--- config.mk ---
export PLATFORM = sky130hd
export DESIGN_NAME = br_resolve_flat
export DESIGN_NICKNAME = d
export VERILOG_FILES = /design/src/rtl/br_pkg.sv /design/src/rtl/br_resolve_if.sv /design/src/rtl/br_pred_fifo.sv /design/src/rtl/br_resolve.sv /design/src/flat_wrapper.sv
export SDC_FILE = /design/constraint.sdc
export NUM_CORES = 1
export LEC_CHECK = 0
export ABC_AREA = 0
export CAP_MARGIN = 20
export CORE_UTILIZATION = 30
export CTS_CLUSTER_SIZE = 14
export DETAILED_ROUTE_END_ITERATION = 8
export PLACE_DENSITY_LB_ADDON = 0.12
export SYNTH_ARGS = -nofsm -noshare
export SYNTH_HDL_FRONTEND = slang
export SYNTH_SLANG_ARGS = --single-unit
--- constraint.sdc ---
create_clock -name clk -period 34.1 [get_ports clk]
set_input_delay 8.525 -clock clk [delete_from_list [all_inputs] [get_ports clk]]
set_output_delay 8.525 -clock clk [all_outputs]
set_load 0.02 [all_outputs]
--- src/rtl/br_pkg.sv ---
// ============================================================================
//  Module  : br_pkg
//  Brief   : Shared types and constants for the branch resolution slice.
//            The prediction record is stored at the widest supported address
//            width; blocks zero-extend narrower addresses into it.
//  Rev     : 1.0  initial release
// ============================================================================
`default_nettype none

package br_pkg;

    // Widest address the record can carry; XLEN of any user must not exceed it.
    localparam int unsigned c_XLEN_MAX = 64;

    // Sequential-fetch increment used for the not-taken redirect address.
    localparam int unsigned c_PC_INC = 4;

    // One in-flight prediction: direction, branch address, predicted target.
    typedef struct packed {
        logic                  taken;
        logic [c_XLEN_MAX-1:0] pc;
        logic [c_XLEN_MAX-1:0] target;
    } pred_rec_t;

    // Fall-through address of a branch (caller truncates to its XLEN).
    function automatic logic [c_XLEN_MAX-1:0] seq_pc(input logic [c_XLEN_MAX-1:0] pc);
        return pc + c_XLEN_MAX'(c_PC_INC);
    endfunction

endpackage

`default_nettype wire

--- src/rtl/br_resolve_if.sv ---
// ============================================================================
//  Module  : br_resolve_if
//  Brief   : Fetch/execute facing bundle of the branch resolver. The master
//            side offers predictions and resolutions; the slave side is the
//            resolver. Statistics signals exist only with BR_RESOLVE_STATS_EN.
//  Rev     : 1.0  initial release
// ============================================================================
`default_nettype none

interface br_resolve_if #(
    parameter int unsigned XLEN  = 32,
    parameter int unsigned DEPTH = 4
);
    // Prediction record from fetch
    logic                       pred_valid;
    logic                       pred_ready;
    logic                       pred_taken;
    logic [XLEN-1:0]            pred_pc;
    logic [XLEN-1:0]            pred_target;
    // Resolution from execute
    logic                       res_valid;
    logic                       res_taken;
    logic [XLEN-1:0]            res_target;
    // Redirect / training / status
    logic                       branch_flag;
    logic [XLEN-1:0]            branch_addr;
    logic                       branch_pre_re;
    logic                       res_done;
    logic [$clog2(DEPTH):0]     count;
    logic                       err_underflow;
`ifdef BR_RESOLVE_STATS_EN
    logic [31:0]                stat_branches;
    logic [31:0]                stat_mispred;
`endif

    modport master (
        output pred_valid, pred_taken, pred_pc, pred_target,
        output res_valid, res_taken, res_target,
`ifdef BR_RESOLVE_STATS_EN
        input  stat_branches, stat_mispred,
`endif
        input  pred_ready, branch_flag, branch_addr, branch_pre_re,
        input  res_done, count, err_underflow
    );

    modport slave (
        input  pred_valid, pred_taken, pred_pc, pred_target,
        input  res_valid, res_taken, res_target,
`ifdef BR_RESOLVE_STATS_EN
        output stat_branches, stat_mispred,
`endif
        output pred_ready, branch_flag, branch_addr, branch_pre_re,
        output res_done, count, err_underflow
    );

endinterface

`default_nettype wire

--- src/rtl/br_pred_fifo.sv ---
// ============================================================================
//  Module  : br_pred_fifo
//  Brief   : In-flight prediction queue. Push at tail, pop at head, flush
//            empties it in one edge and wins over a same-cycle push.
//            DEPTH must be a power of two so pointers wrap naturally.
//  Rev     : 1.0  initial release
// ============================================================================
`default_nettype none

module br_pred_fifo
    import br_pkg::*;
#(
    parameter int unsigned DEPTH = 4
) (
    input  wire logic                   clk,
    input  wire logic                   rst,
    input  wire logic                   push_i,
    input  wire pred_rec_t              rec_i,
    input  wire logic                   pop_i,
    input  wire logic                   flush_i,
    output pred_rec_t                   head_o,
    output logic [$clog2(DEPTH):0]      count_o,
    output logic                        full_o,
    output logic                        empty_o
);

    localparam int unsigned PTR_W = $clog2(DEPTH);
    localparam int unsigned CNT_W = PTR_W + 1;

    pred_rec_t              mem_q [DEPTH];
    logic [PTR_W-1:0]       wr_ptr_q, wr_ptr_d;
    logic [PTR_W-1:0]       rd_ptr_q, rd_ptr_d;
    logic [CNT_W-1:0]       count_q,  count_d;
    logic                   w_push;
    logic                   w_pop;

    assign full_o  = (count_q == CNT_W'(DEPTH));
    assign empty_o = (count_q == '0);
    assign head_o  = mem_q[rd_ptr_q];
    assign count_o = count_q;

    // Guard against overfill / underflow even if the caller does not.
    assign w_push = push_i & ~full_o & ~flush_i;
    assign w_pop  = pop_i  & ~empty_o & ~flush_i;

    // Next pointer/occupancy; flush discards everything including a push.
    always_comb begin
        wr_ptr_d = wr_ptr_q;
        rd_ptr_d = rd_ptr_q;
        count_d  = count_q;
        if (flush_i) begin
            wr_ptr_d = '0;
            rd_ptr_d = '0;
            count_d  = '0;
        end else begin
            if (w_push) wr_ptr_d = wr_ptr_q + 1'b1;
            if (w_pop)  rd_ptr_d = rd_ptr_q + 1'b1;
            count_d = count_q + CNT_W'(w_push) - CNT_W'(w_pop);
        end
    end

    // Pointer and occupancy registers.
    always_ff @(posedge clk) begin
        if (rst) begin
            wr_ptr_q <= '0;
            rd_ptr_q <= '0;
            count_q  <= '0;
        end else begin
            wr_ptr_q <= wr_ptr_d;
            rd_ptr_q <= rd_ptr_d;
            count_q  <= count_d;
        end
    end

    // Record storage; contents are don't-care until written.
    always_ff @(posedge clk) begin
        if (!rst && w_push) begin
            mem_q[wr_ptr_q] <= rec_i;
        end
    end

endmodule

`default_nettype wire

--- src/rtl/br_resolve.sv ---
// ============================================================================
//  Module  : br_resolve
//  Brief   : Branch resolution unit. Queues fetch-time predictions, compares
//            the oldest against execute's outcome, and one cycle later either
//            redirects fetch (mispredict, queue flushed) or signals a correct
//            prediction for training. Optional counters: BR_RESOLVE_STATS_EN.
//            XLEN may range up to br_pkg::c_XLEN_MAX.
//  Rev     : 1.0  initial release
// ============================================================================
`default_nettype none

module br_resolve
    import br_pkg::*;
#(
    parameter int unsigned DEPTH = 4,
    parameter int unsigned XLEN  = 32
) (
    input  wire logic   clk,
    input  wire logic   rst,
    br_resolve_if.slave bus
);

    pred_rec_t              w_push_rec;
    pred_rec_t              w_head;
    logic [$clog2(DEPTH):0] w_count;
    logic                   w_full;
    logic                   w_empty;
    logic                   w_push;
    logic                   w_res_accept;
    logic                   w_mispredict;
    logic                   w_flush;
    logic [c_XLEN_MAX-1:0]  w_res_target_ext;
    logic [c_XLEN_MAX-1:0]  w_seq_pc_full;
    logic                   w_unused_seq_hi;

    logic                   branch_flag_q,   branch_flag_d;
    logic [XLEN-1:0]        branch_addr_q,   branch_addr_d;
    logic                   branch_pre_re_q, branch_pre_re_d;
    logic                   res_done_q,      res_done_d;
    logic                   err_underflow_q, err_underflow_d;

    // Ready depends on occupancy only, never on a same-cycle resolution.
    assign bus.pred_ready = ~w_full;
    assign w_push         = bus.pred_valid & ~w_full;

    assign w_push_rec.taken  = bus.pred_taken;
    assign w_push_rec.pc     = c_XLEN_MAX'(bus.pred_pc);
    assign w_push_rec.target = c_XLEN_MAX'(bus.pred_target);

    assign w_res_target_ext = c_XLEN_MAX'(bus.res_target);

    // A resolution against an empty queue is ignored apart from the error flag.
    assign w_res_accept = bus.res_valid & ~w_empty;

    assign w_mispredict = (w_head.taken != bus.res_taken) ||
                          (w_head.taken && bus.res_taken && (w_head.target != w_res_target_ext));

    assign w_flush = w_res_accept & w_mispredict;

    // Fall-through address; only the low XLEN bits matter so it wraps at XLEN.
    assign w_seq_pc_full   = seq_pc(w_head.pc);
    assign w_unused_seq_hi = ^w_seq_pc_full;

    br_pred_fifo #(
        .DEPTH   (DEPTH)
    ) u_fifo (
        .clk     (clk),
        .rst     (rst),
        .push_i  (w_push),
        .rec_i   (w_push_rec),
        .pop_i   (w_res_accept),
        .flush_i (w_flush),
        .head_o  (w_head),
        .count_o (w_count),
        .full_o  (w_full),
        .empty_o (w_empty)
    );

    // Compute the one-cycle-later outcome pulses and redirect address.
    always_comb begin
        branch_flag_d   = 1'b0;
        branch_addr_d   = '0;
        branch_pre_re_d = 1'b0;
        res_done_d      = w_res_accept;
        err_underflow_d = err_underflow_q | (bus.res_valid & w_empty);
        if (w_res_accept) begin
            if (w_mispredict) begin
                branch_flag_d = 1'b1;
                branch_addr_d = bus.res_taken ? bus.res_target : w_seq_pc_full[XLEN-1:0];
            end else begin
                branch_pre_re_d = 1'b1;
            end
        end
    end

    // Registered outcome outputs and sticky underflow flag.
    always_ff @(posedge clk) begin
        if (rst) begin
            branch_flag_q   <= 1'b0;
            branch_addr_q   <= '0;
            branch_pre_re_q <= 1'b0;
            res_done_q      <= 1'b0;
            err_underflow_q <= 1'b0;
        end else begin
            branch_flag_q   <= branch_flag_d;
            branch_addr_q   <= branch_addr_d;
            branch_pre_re_q <= branch_pre_re_d;
            res_done_q      <= res_done_d;
            err_underflow_q <= err_underflow_d;
        end
    end

    assign bus.branch_flag   = branch_flag_q;
    assign bus.branch_addr   = branch_addr_q;
    assign bus.branch_pre_re = branch_pre_re_q;
    assign bus.res_done      = res_done_q;
    assign bus.count         = w_count;
    assign bus.err_underflow = err_underflow_q;

`ifdef BR_RESOLVE_STATS_EN
    logic [31:0] stat_branches_q;
    logic [31:0] stat_mispred_q;

    // Saturating counters of accepted resolutions and mispredicts.
    always_ff @(posedge clk) begin
        if (rst) begin
            stat_branches_q <= '0;
            stat_mispred_q  <= '0;
        end else begin
            if (w_res_accept && (stat_branches_q != '1)) stat_branches_q <= stat_branches_q + 1'b1;
            if (w_flush && (stat_mispred_q != '1))       stat_mispred_q  <= stat_mispred_q + 1'b1;
        end
    end

    assign bus.stat_branches = stat_branches_q;
    assign bus.stat_mispred  = stat_mispred_q;
`endif

endmodule

`default_nettype wire

--- src/flat_wrapper.sv ---
// flat-port wrapper written by rule: the top's interface ports become plain ports
module br_resolve_flat import br_pkg::*;
#(
    parameter int unsigned DEPTH = 4,
    parameter int unsigned XLEN  = 32
)
  (clk, rst, bus_pred_valid, bus_pred_taken, bus_pred_pc, bus_pred_target, bus_res_valid, bus_res_taken, bus_res_target, bus_pred_ready, bus_branch_flag, bus_branch_addr, bus_branch_pre_re, bus_res_done, bus_count, bus_err_underflow);
  br_resolve_if #(.XLEN(XLEN), .DEPTH(DEPTH)) bus_i ();
  input  wire logic clk;
  input  wire logic rst;
  input wire logic [$bits(bus_i.pred_valid)-1:0] bus_pred_valid;
  input wire logic [$bits(bus_i.pred_taken)-1:0] bus_pred_taken;
  input wire logic [$bits(bus_i.pred_pc)-1:0] bus_pred_pc;
  input wire logic [$bits(bus_i.pred_target)-1:0] bus_pred_target;
  input wire logic [$bits(bus_i.res_valid)-1:0] bus_res_valid;
  input wire logic [$bits(bus_i.res_taken)-1:0] bus_res_taken;
  input wire logic [$bits(bus_i.res_target)-1:0] bus_res_target;
  output wire logic [$bits(bus_i.pred_ready)-1:0] bus_pred_ready;
  output wire logic [$bits(bus_i.branch_flag)-1:0] bus_branch_flag;
  output wire logic [$bits(bus_i.branch_addr)-1:0] bus_branch_addr;
  output wire logic [$bits(bus_i.branch_pre_re)-1:0] bus_branch_pre_re;
  output wire logic [$bits(bus_i.res_done)-1:0] bus_res_done;
  output wire logic [$bits(bus_i.count)-1:0] bus_count;
  output wire logic [$bits(bus_i.err_underflow)-1:0] bus_err_underflow;
  assign bus_i.pred_valid = bus_pred_valid;
  assign bus_i.pred_taken = bus_pred_taken;
  assign bus_i.pred_pc = bus_pred_pc;
  assign bus_i.pred_target = bus_pred_target;
  assign bus_i.res_valid = bus_res_valid;
  assign bus_i.res_taken = bus_res_taken;
  assign bus_i.res_target = bus_res_target;
  assign bus_pred_ready = bus_i.pred_ready;
  assign bus_branch_flag = bus_i.branch_flag;
  assign bus_branch_addr = bus_i.branch_addr;
  assign bus_branch_pre_re = bus_i.branch_pre_re;
  assign bus_res_done = bus_i.res_done;
  assign bus_count = bus_i.count;
  assign bus_err_underflow = bus_i.err_underflow;
  br_resolve #(.DEPTH(DEPTH), .XLEN(XLEN)) u_core (.clk(clk), .rst(rst), .bus(bus_i));
endmodule
# After elaboration in Yosys (flattened, before gate mapping)
# Memory sizes are Yosys's and may differ from the RTL's. A register that Yosys moved wholly into a read port is not among the register bits.
# Cells that the tools add are included.
[op_classes] add_sub_neg=5 n_mux=7 n_eq_ne=3 n_bitwise=14 reduce_logical=9
[op_table] op="$ne 64x32->1" count=1
[op_table] op="$add 32x3->32 const B" count=1
[op_table] op="$mux 32" count=1
[op_table] op="$and 1x1->1" count=8
[op_table] op="$not 1->1" count=5
[op_table] op="$add 2x1->2 const B" count=2
[op_table] op="$mux 1" count=4
[op_table] op="$mux 2" count=2
[op_table] op="$reduce_or 2->1" count=2
[op_table] op="$add 3x1->3" count=1
[op_table] op="$eq 3x3->1 const B" count=1
[op_table] op="$logic_and 1x1->1" count=3
[op_table] op="$logic_not 3->1" count=1
[op_table] op="$reduce_or 3->1" count=1
[op_table] op="$sub 3x1->3" count=1
[op_table] op="$logic_not 1->1" count=1
[op_table] op="$logic_or 1x1->1" count=1
[op_table] op="$ne 1x1->1" count=1
[op_table] op="$or 1x1->1" count=1
[totals] mem_bits_rw=260 elab_cells=47 register_bits=43 mem_count=1 output_inout_bits=40
[memory_table] name="u_core.u_fifo.mem_q" words=4 width=65 read_ports=1 rd_ports_with_merged_regs=1 wr=1 line_no="br_pred_fifo.sv:30" rtl="pred_rec_t mem_q [DEPTH];"

# Depth between registers and ports, before layout
[logic_depth] ltp_word=9 depth_mapped=17

# Cells and area by module
# A second synthesis with hierarchy kept.
[unflattened] hier_cells=1021 hier_area_um2=21697.1
[modules_own_cells] module="br_pred_fifo" cells_per_inst=725 n_inst=1 area_each_um2=19150.9 seq_area_each_um2=15675.0
[modules_own_cells] module="br_resolve" cells_per_inst=296 n_inst=1 area_each_um2=2546.2 seq_area_each_um2=720.7

# Least setup slack after synthesis
# OpenSTA, ideal clock, no wires.
[synth_timing] path_kind="input port to flip-flop" startpoint="input bus_res_target[28]" endpoint="memory u_core.u_fifo.mem_q[2][0] in the netlist's numbering (enable)" arrival_ns=16.090 stages=6 required_ns=33.429 setup_slack_ns=17.339 n_path_buf=0 setup_time_ns=0.671 path_cell_list="xor2_1 > nor4_1 > nand4_1 > o21ai_2 > a21oi_1 > nor4b_1"
[synth_between] elab_chain_cells=9
[synth_rtl] item="from (decl)" line_no="flat_wrapper.sv:17" rtl="input wire logic [$bits(bus_i.res_target)-1:0] bus_res_target;"
[synth_rtl] item="$ne 64x32->1" line_no="br_resolve.sv:56" rtl="(w_head.taken && bus.res_taken && (w_head.target != w_res_target_ext));"
[synth_rtl] item="$logic_and 1x1->1" line_no="br_resolve.sv:56"
[synth_rtl] item="$logic_or 1x1->1" line_no="br_resolve.sv:55" rtl="assign w_mispredict = (w_head.taken != bus.res_taken) ||"
[synth_rtl] item="$and 1x1->1" line_no="br_resolve.sv:58" rtl="assign w_flush = w_res_accept & w_mispredict;"
[synth_rtl] item="$not 1->1" line_no="br_pred_fifo.sv:43" rtl="assign w_push = push_i & ~full_o & ~flush_i;"
[synth_rtl] item="$and 1x1->1" line_no="br_pred_fifo.sv:43"
[synth_rtl] item="$logic_and 1x1->1" line_no="br_pred_fifo.sv:77" rtl="if (!rst && w_push) begin"
[synth_rtl] item="$mux 1" line_no="br_pred_fifo.sv:77"
[synth_rtl] item="$mux 1 (implied by the code)" line_no="br_pred_fifo.sv:78" rtl="mem_q[wr_ptr_q] <= rec_i;"
[synth_rtl] item="to (decl)" line_no="br_pred_fifo.sv:30"
# No other way between the ends.

# Worst setup path after layout
[layout_timing] startpoint="input bus_res_target[13]" endpoint="register u_core.u_fifo.count_q[2], in the netlist u_core.u_fifo.count_o[2]"
[layout_between] elab_chain_cells=8
[layout_rtl] item="$ne 64x32->1 (*)" line_no="br_resolve.sv:56"
[layout_rtl] item="$logic_and 1x1->1 (*)" line_no="br_resolve.sv:56"
[layout_rtl] item="$logic_or 1x1->1 (*)" line_no="br_resolve.sv:55"
[layout_rtl] item="$and 1x1->1 (*)" line_no="br_resolve.sv:58"
[layout_rtl] item="$not 1->1" line_no="br_pred_fifo.sv:43, br_pred_fifo.sv:44"
[layout_rtl] item="$and 1x1->1" line_no="br_pred_fifo.sv:43"
[layout_rtl] item="$add 3x1->3" line_no="br_pred_fifo.sv:58" rtl="count_d = count_q + CNT_W'(w_push) - CNT_W'(w_pop);"
[layout_rtl] item="$sub 3x1->3" line_no="br_pred_fifo.sv:58"
[layout_rtl] item="to (signal assigned)" line_no="br_pred_fifo.sv:71" rtl="count_q <= count_d;"
[layout_rtl] item="to (decl)" line_no="br_pred_fifo.sv:33" rtl="logic [CNT_W-1:0] count_q, count_d;"
# Mark *: on every way between the ends. The rest lies on a longest branch, timed or not.
# A chain may end at the register's enable or synchronous reset.

==> impl_results.md <==
* Status: finished, final reports clean
* Routed wire length at 30.5 mm
* Worst Hold Launch: u_core.bus.err_underflow
* Final setup TNS at 0 ns
* Final period utilization at 34.5%
* Relative slew slack at 27.2%
* Type of the worst min-delay path: flop to flop
* Pint at 0.749 mW
* Hold WS at 0.485 ns
* Hpwl dp at 20.2 mm
* Min-Delay Path Depth at 2
* Unrepaired setup endpoints after global routing: no
* Power per cell area at 65.2 mW/mm^2
* Post-CTS Setup Inserts at 0
* Largest net degree at the start of global routing at 50
* Crit path kind: primary input to flop
* Slew @ Worst Pin at 1.09 ns
* VDD IR max at 0.0399 mV
* CP Max Fanout at 11
* Final worst setup slack at 22.32 ns
* Reg2reg setup slack at 28.64 ns
* Hold Buf Count CTS at 0
* Netlist Area Pre-Place at 0.0120 sq mm
* IO Pins at 142
* Worst path arrival time at 12.15 ns
* Switching part of the total at 24.6%
* CTS sink count at 305
* Die X at 202 um
* 1st-iter DRT viols at 362
* Root Buffer: clkbuf_16
* Share of layout cells above drive strength 1 at 16.9%
* CP Launch Type: primary input
* Logic gate share of total power at 15.3%
* Via density per instance at 4.61
* Worst-skew pair later-pin latency at 0.52 ns
* IO buf count at 141
* Most frequent cells in the layout: edfxtp_1 (260), clkdlybuf4s50_1 (141), mux4_2 (65)
* Initial Utilization at 30.7%
* Switching power at 0.245 mW
* Core Box Area at 0.0390 sq mm
* Min cycle time layout at 11.78 ns
* R2R cell count at 16
* Util after Layout at 39.1%
* H-tree Lvls at 2
* Clk pwr share at 39.7%
* Max Cap Viol at 0
* Layout Nets at 917
* Post-DRT Antenna Nets at 0
* Initial antenna violation count at 3
* Seq pwr share at 45.0%
* Skew final at 0.0150 ns
* WP data required at 34.47 ns
* Crit end category: flop
* Cell variety after synth at 37
* Most common cell after layout, fill and taps aside: edfxtp_1
* Worst R2R End: u_core.u_fifo.count_o[2]
* Yosys warns at 0
* Vias at 6,232
* Power Total at 0.994 mW
* CTS tree: done
* Vias in the first global route at 6,756
* GR Util All Layers at 15.2%
* # DRC at 0
* Grt ovf at 0
* Fmax at 0.0849 GHz
* Placer Congestion at 0.706
* Die H at 202 um
* Static leakage at 4.89 nW
* Drt first pass iters at 4
* WL/cell at 22.5 um
* CTS Buffer Depth at 3
* Die area at 0.0407 sq mm
* Place WS at 21.77 ns
* Max Slew Vio Count at 0
* Post_cts resized at 0
* Syn avg cell area at 18.7 sq um
* Cell count after synthesis at 639
* Yosys reg bits at 305
* WHS Endpoint: u_core.bus.err_underflow
* First-pass GRT wire length at 45.0 mm
* Endpoints failing hold at 0
* Num rows at 72
* Area growth from synthesis to layout at 27.3%
* Syn_nets at 750
* Post-synthesis sequential area ratio at 72.7%
* Endpoints failing setup at 0
* TritonCTS Buffers at 36
* CTS clk-pin slew, worst paths at 0.06 ns
synth_stat cells:
| master | instances | area (sq um) |
|---|---|---|
| a211oi_1 | 16 | 120 |
| a21oi_1 | 11 | 55.1 |
| a22oi_1 | 1 | 7.51 |
| and2_1 | 4 | 25.0 |
| and2b_1 | 1 | 7.51 |
| and3_1 | 4 | 25.0 |
| and4_1 | 4 | 35.0 |
| buf_2 | 6 | 30.0 |
| buf_4 | 6 | 45.0 |
| buf_6 | 5 | 56.3 |
| clkbuf_1 | 8 | 30.0 |
| clkinv_1 | 1 | 3.75 |
| dfxtp_1 | 45 | 901 |
| edfxtp_1 | 260 | 7810 |
| fa_1 | 1 | 20.0 |
| ha_1 | 8 | 100 |
| inv_1 | 8 | 30.0 |
| mux2i_1 | 8 | 80.1 |
| mux4_2 | 65 | 1460 |
| nand2_1 | 21 | 78.8 |
| nand2b_1 | 2 | 12.5 |
| nand3_1 | 6 | 30.0 |
| nand3b_1 | 1 | 7.51 |
| nand4_1 | 9 | 56.3 |
| nor2_1 | 46 | 173 |
| nor3_1 | 9 | 45.0 |
| nor3b_1 | 2 | 15.0 |
| nor4_1 | 8 | 50.1 |
| nor4_2 | 1 | 12.5 |
| nor4b_1 | 1 | 8.76 |
| nor4b_2 | 3 | 45.0 |
| o21a_1 | 1 | 7.51 |
| o21ai_2 | 1 | 8.76 |
| o21ai_4 | 1 | 16.3 |
| or2_1 | 1 | 6.26 |
| xnor2_1 | 11 | 96.3 |
| xor2_1 | 53 | 464 |
registers in the layout, indices dropped and copies added, names as in the netlist, named ones only:
register                  cells
u_core.bus.branch_pre_re      1
u_core.bus.res_done           1
u_core.bus.branch_addr       32
u_core.u_fifo.rd_ptr_q        2
u_core.bus.branch_flag        1
u_core.bus.err_underflow      1
u_core.u_fifo.count_o         3
u_core.u_fifo.mem_q         260
u_core.u_fifo.wr_ptr_q        2
per-stage QoR:
stage               std cells  cell area [sq um]
CTS                      1350              15200
detailed placement       1286              14000
floorplan                 639              12000
global route             1351              15200
global placement         1286              14000
finish                   1353              15200
how the worst max path moves through the flow:
stage | from | to | cells after the start
floorplan | bus_res_target[28] | u_core.u_fifo.mem_q[2][0] | 6
global placement | bus_res_target[26] | u_core.u_fifo.count_o[2] | 15
detailed placement | bus_res_target[25] | u_core.u_fifo.count_o[2] | 15
CTS | bus_res_target[25] | u_core.u_fifo.count_o[2] | 15
global route | bus_res_target[31] | u_core.u_fifo.count_o[2] | 15
finish | bus_res_target[13] | u_core.u_fifo.count_o[2] | 15
final cells by class:
class | count | area, sq um
tap | 518 | 648
sequential | 305 | 8710
clock buffer | 49 | 1050
timing repair buffer | 154 | 1510
inverter | 9 | 33.8
multi-input combinational | 300 | 3110
fill | 3546 | 23800
antenna | 3 | 7.51
clock inverter | 15 | 178
worst max-delay path, cell delays in order:
cell and delay (ns):
clkdlybuf4s50_1 0.51, xor2_1 0.21, nor4_1 0.58, nand4_1 0.30, o21ai_2 0.24, a21oi_1 0.09, buf_4 0.21, or2_1 0.22
ha_1 0.27, inv_1 0.04, ha_1 0.18, fa_1 0.37, xnor2_1 0.18, xnor2_1 0.15, nor3_1 0.06
power by group through the flow:
stage / logic (mW) / clock network [mW] / registers, mW
2_1_floorplan: 0.0904 / 0 / 0.457
3_3_place_gp: 0.154 / 0 / 0.455
3_5_place_dp: 0.156 / 0 / 0.457
4_1_cts: 0.156 / 0.405 / 0.449
5_1_grt: 0.165 / 0.420 / 0.451
6_report: 0.152 / 0.395 / 0.447
cells by family (layout without fill, tap and decap cells):
kind of cell	after synthesis	after routing	share of synthesized area [%]
fa+ha+maj	9	9	1.00
buf+inv	34	227	1.63
simple gates	123	123	5.29
xor+xnor	64	64	4.68
flops	305	305	72.7
mux	73	73	12.9
other cells	0	3	0
compound gates	31	31	1.80
layer usage:
layer	share of wire [%]	wire [um]	up-vias	track usage [%]
met2	49	15100	148	25.5
met4	1.8	539	0	4.30
met3	5.0	1530	44	3.29
met1	44	13400	3181	19.9
met5	0	0	-	0
li1	-	-	2859	-
No activity file was read; power rests on OpenSTA's default activity.
==> RTL edit (config.mk and constraints unchanged) <==
`DEPTH` is set to 4 in 4 places; all go to 2.
--- a/src/rtl/br_resolve_if.sv
+++ b/src/rtl/br_resolve_if.sv
@@ -9,7 +9,7 @@
 
 interface br_resolve_if #(
     parameter int unsigned XLEN  = 32,
-    parameter int unsigned DEPTH = 4
+    parameter int unsigned DEPTH = 2
 );
     // Prediction record from fetch
     logic                       pred_valid;
--- a/src/rtl/br_pred_fifo.sv
+++ b/src/rtl/br_pred_fifo.sv
@@ -10,7 +10,7 @@
 module br_pred_fifo
     import br_pkg::*;
 #(
-    parameter int unsigned DEPTH = 4
+    parameter int unsigned DEPTH = 2
 ) (
     input  wire logic                   clk,
     input  wire logic                   rst,
--- a/src/rtl/br_resolve.sv
+++ b/src/rtl/br_resolve.sv
@@ -12,7 +12,7 @@
 module br_resolve
     import br_pkg::*;
 #(
-    parameter int unsigned DEPTH = 4,
+    parameter int unsigned DEPTH = 2,
     parameter int unsigned XLEN  = 32
 ) (
     input  wire logic   clk,
--- a/src/flat_wrapper.sv
+++ b/src/flat_wrapper.sv
@@ -1,7 +1,7 @@
 // flat-port wrapper written by rule: the top's interface ports become plain ports
 module br_resolve_flat import br_pkg::*;
 #(
-    parameter int unsigned DEPTH = 4,
+    parameter int unsigned DEPTH = 2,
     parameter int unsigned XLEN  = 32
 )
   (clk, rst, bus_pred_valid, bus_pred_taken, bus_pred_pc, bus_pred_target, bus_res_valid, bus_res_taken, bus_res_target, bus_pred_ready, bus_branch_flag, bus_branch_addr, bus_branch_pre_re, bus_res_done, bus_count, bus_err_underflow);
Ports: changed (resized bus_count); port bits go from 142 to 141. The function was not compared with the original's and may differ.
==> RTL edit against the unedited design <==
Setup slack better by 430 ps. Clock skew down 5.1 ps. Wire length down 40%. Utilization up 1.7 points. Clock power down 51%. Cell count down 25%. Power down 43%. Sequential cell count down 134. Count of clock-buffer cells in the layout down 28. Critical path depth down 7. Area after synthesis down 39%. Critical endpoint is now u_core.u_fifo.mem_q[0][16]$_DFFE_PP_. Cell area down 36%.
==> RTL edit: results (changes against the unedited design) <==
Fillers: 2,226 (-37%)
worst r2r path cells: 9 (-7)
compound-cell area share of the yosys netlist: 4.73% (+2.9 points)
Worst VDD drop: 0.0257 mV (-35%)
status: complete, no violations
largest net degree at the start of global routing: 67 (+34%)
Post-Syn Area per Cell: 13.8 um2 (-26%)
final std cells w/o fill: 1,012 (-25%)
Logic power comb: 0.000112 W (-26%)
Initial DRC Count: 211 (-42%)
mux cell area share after synthesis: 9.86% (-3.0 points)
layout cells sized above 1: 9.52% (-7.4 points)
Synth top cells by count: edfxtp_1, mux2i_1, nand2_1, dfxtp_1, xnor2_1
xor/xnor share of the synthesized area: 6.78% (+2.1 points)
Largest register FFs: 130 (-50%)
Data arrival, critical path: 11,410 ps (-740 ps)
CP Max Fanout: 40 (+29)
met3 WL: 928 um (-39%)
NumNets Final: 786 (-14%)
Vias: 4,570 (-27%)
# diodes: 0 (-3)
Layout Utilization: 40.8% (+1.7 points)
wire length on met2: 8880 um (-41%)
number of flops mapped to enable cells by yosys: 130 (-50%)
initial antenna violation count: 1 (-2)
sequential area share after synthesis: 64.2% (-8.5 points)
clk_lat worst skew: 430 ps (-90 ps)
# H-tree levels: 4 (+2)
relative slew slack: 44.3% (+17 points)
Pint: 0.000417 W (-44%)
vias in the first global route: 4,676 (-31%)
met1 global-route usage: 18.4% (-1.4 points)
routed length on met1: 8210 um (-39%)
synth unique cells: 52 (+41%)
M3 GR Usage: 4.38% (+1.1 points)
# port buffers: 140 (-0.71%)
Placed Cells: 980 (-24%)
pre-CTS WS: 22,350 ps (+580 ps)
met2 Use GR: 25.0% (-0.45 points)
[RTL edit: layout make-up]
| type | instances | area share [%] |
|---|---|---|
| sequential | 171 | 48.8 |
| timing repair buffer | 147 | 15.0 |
| multi-input combinational | 337 | 25.8 |
| clock inverter | 11 | 1.50 |
| clock buffer | 21 | 4.55 |
| inverter | 6 | 0.233 |
| tap | 319 | 4.12 |
[RTL edit: path summary, 6_finish.rpt]
check	startpoint	to	slack, ps
max reg2reg	flop	u_core.u_fifo.mem_q[0][16]$_DFFE_PP_	29850
max	bus_res_target[31]	u_core.u_fifo.mem_q[0][16]$_DFFE_PP_	22750
min	u_core.bus.err_underflow$_SDFF_PP0_	u_core.bus.err_underflow$_SDFF_PP0_	470
min reg2reg	u_core.bus.err_underflow$_SDFF_PP0_	u_core.bus.err_underflow$_SDFF_PP0_	470
[RTL edit: worst max-delay path: stages]
cell             delay, ps
clkdlybuf4s50_1        450
xnor2_1                140
nor4_1                 550
nand4_1                200
nor4_2                 520
o31ai_1                260
nor3_2                 200
buf_4                  530
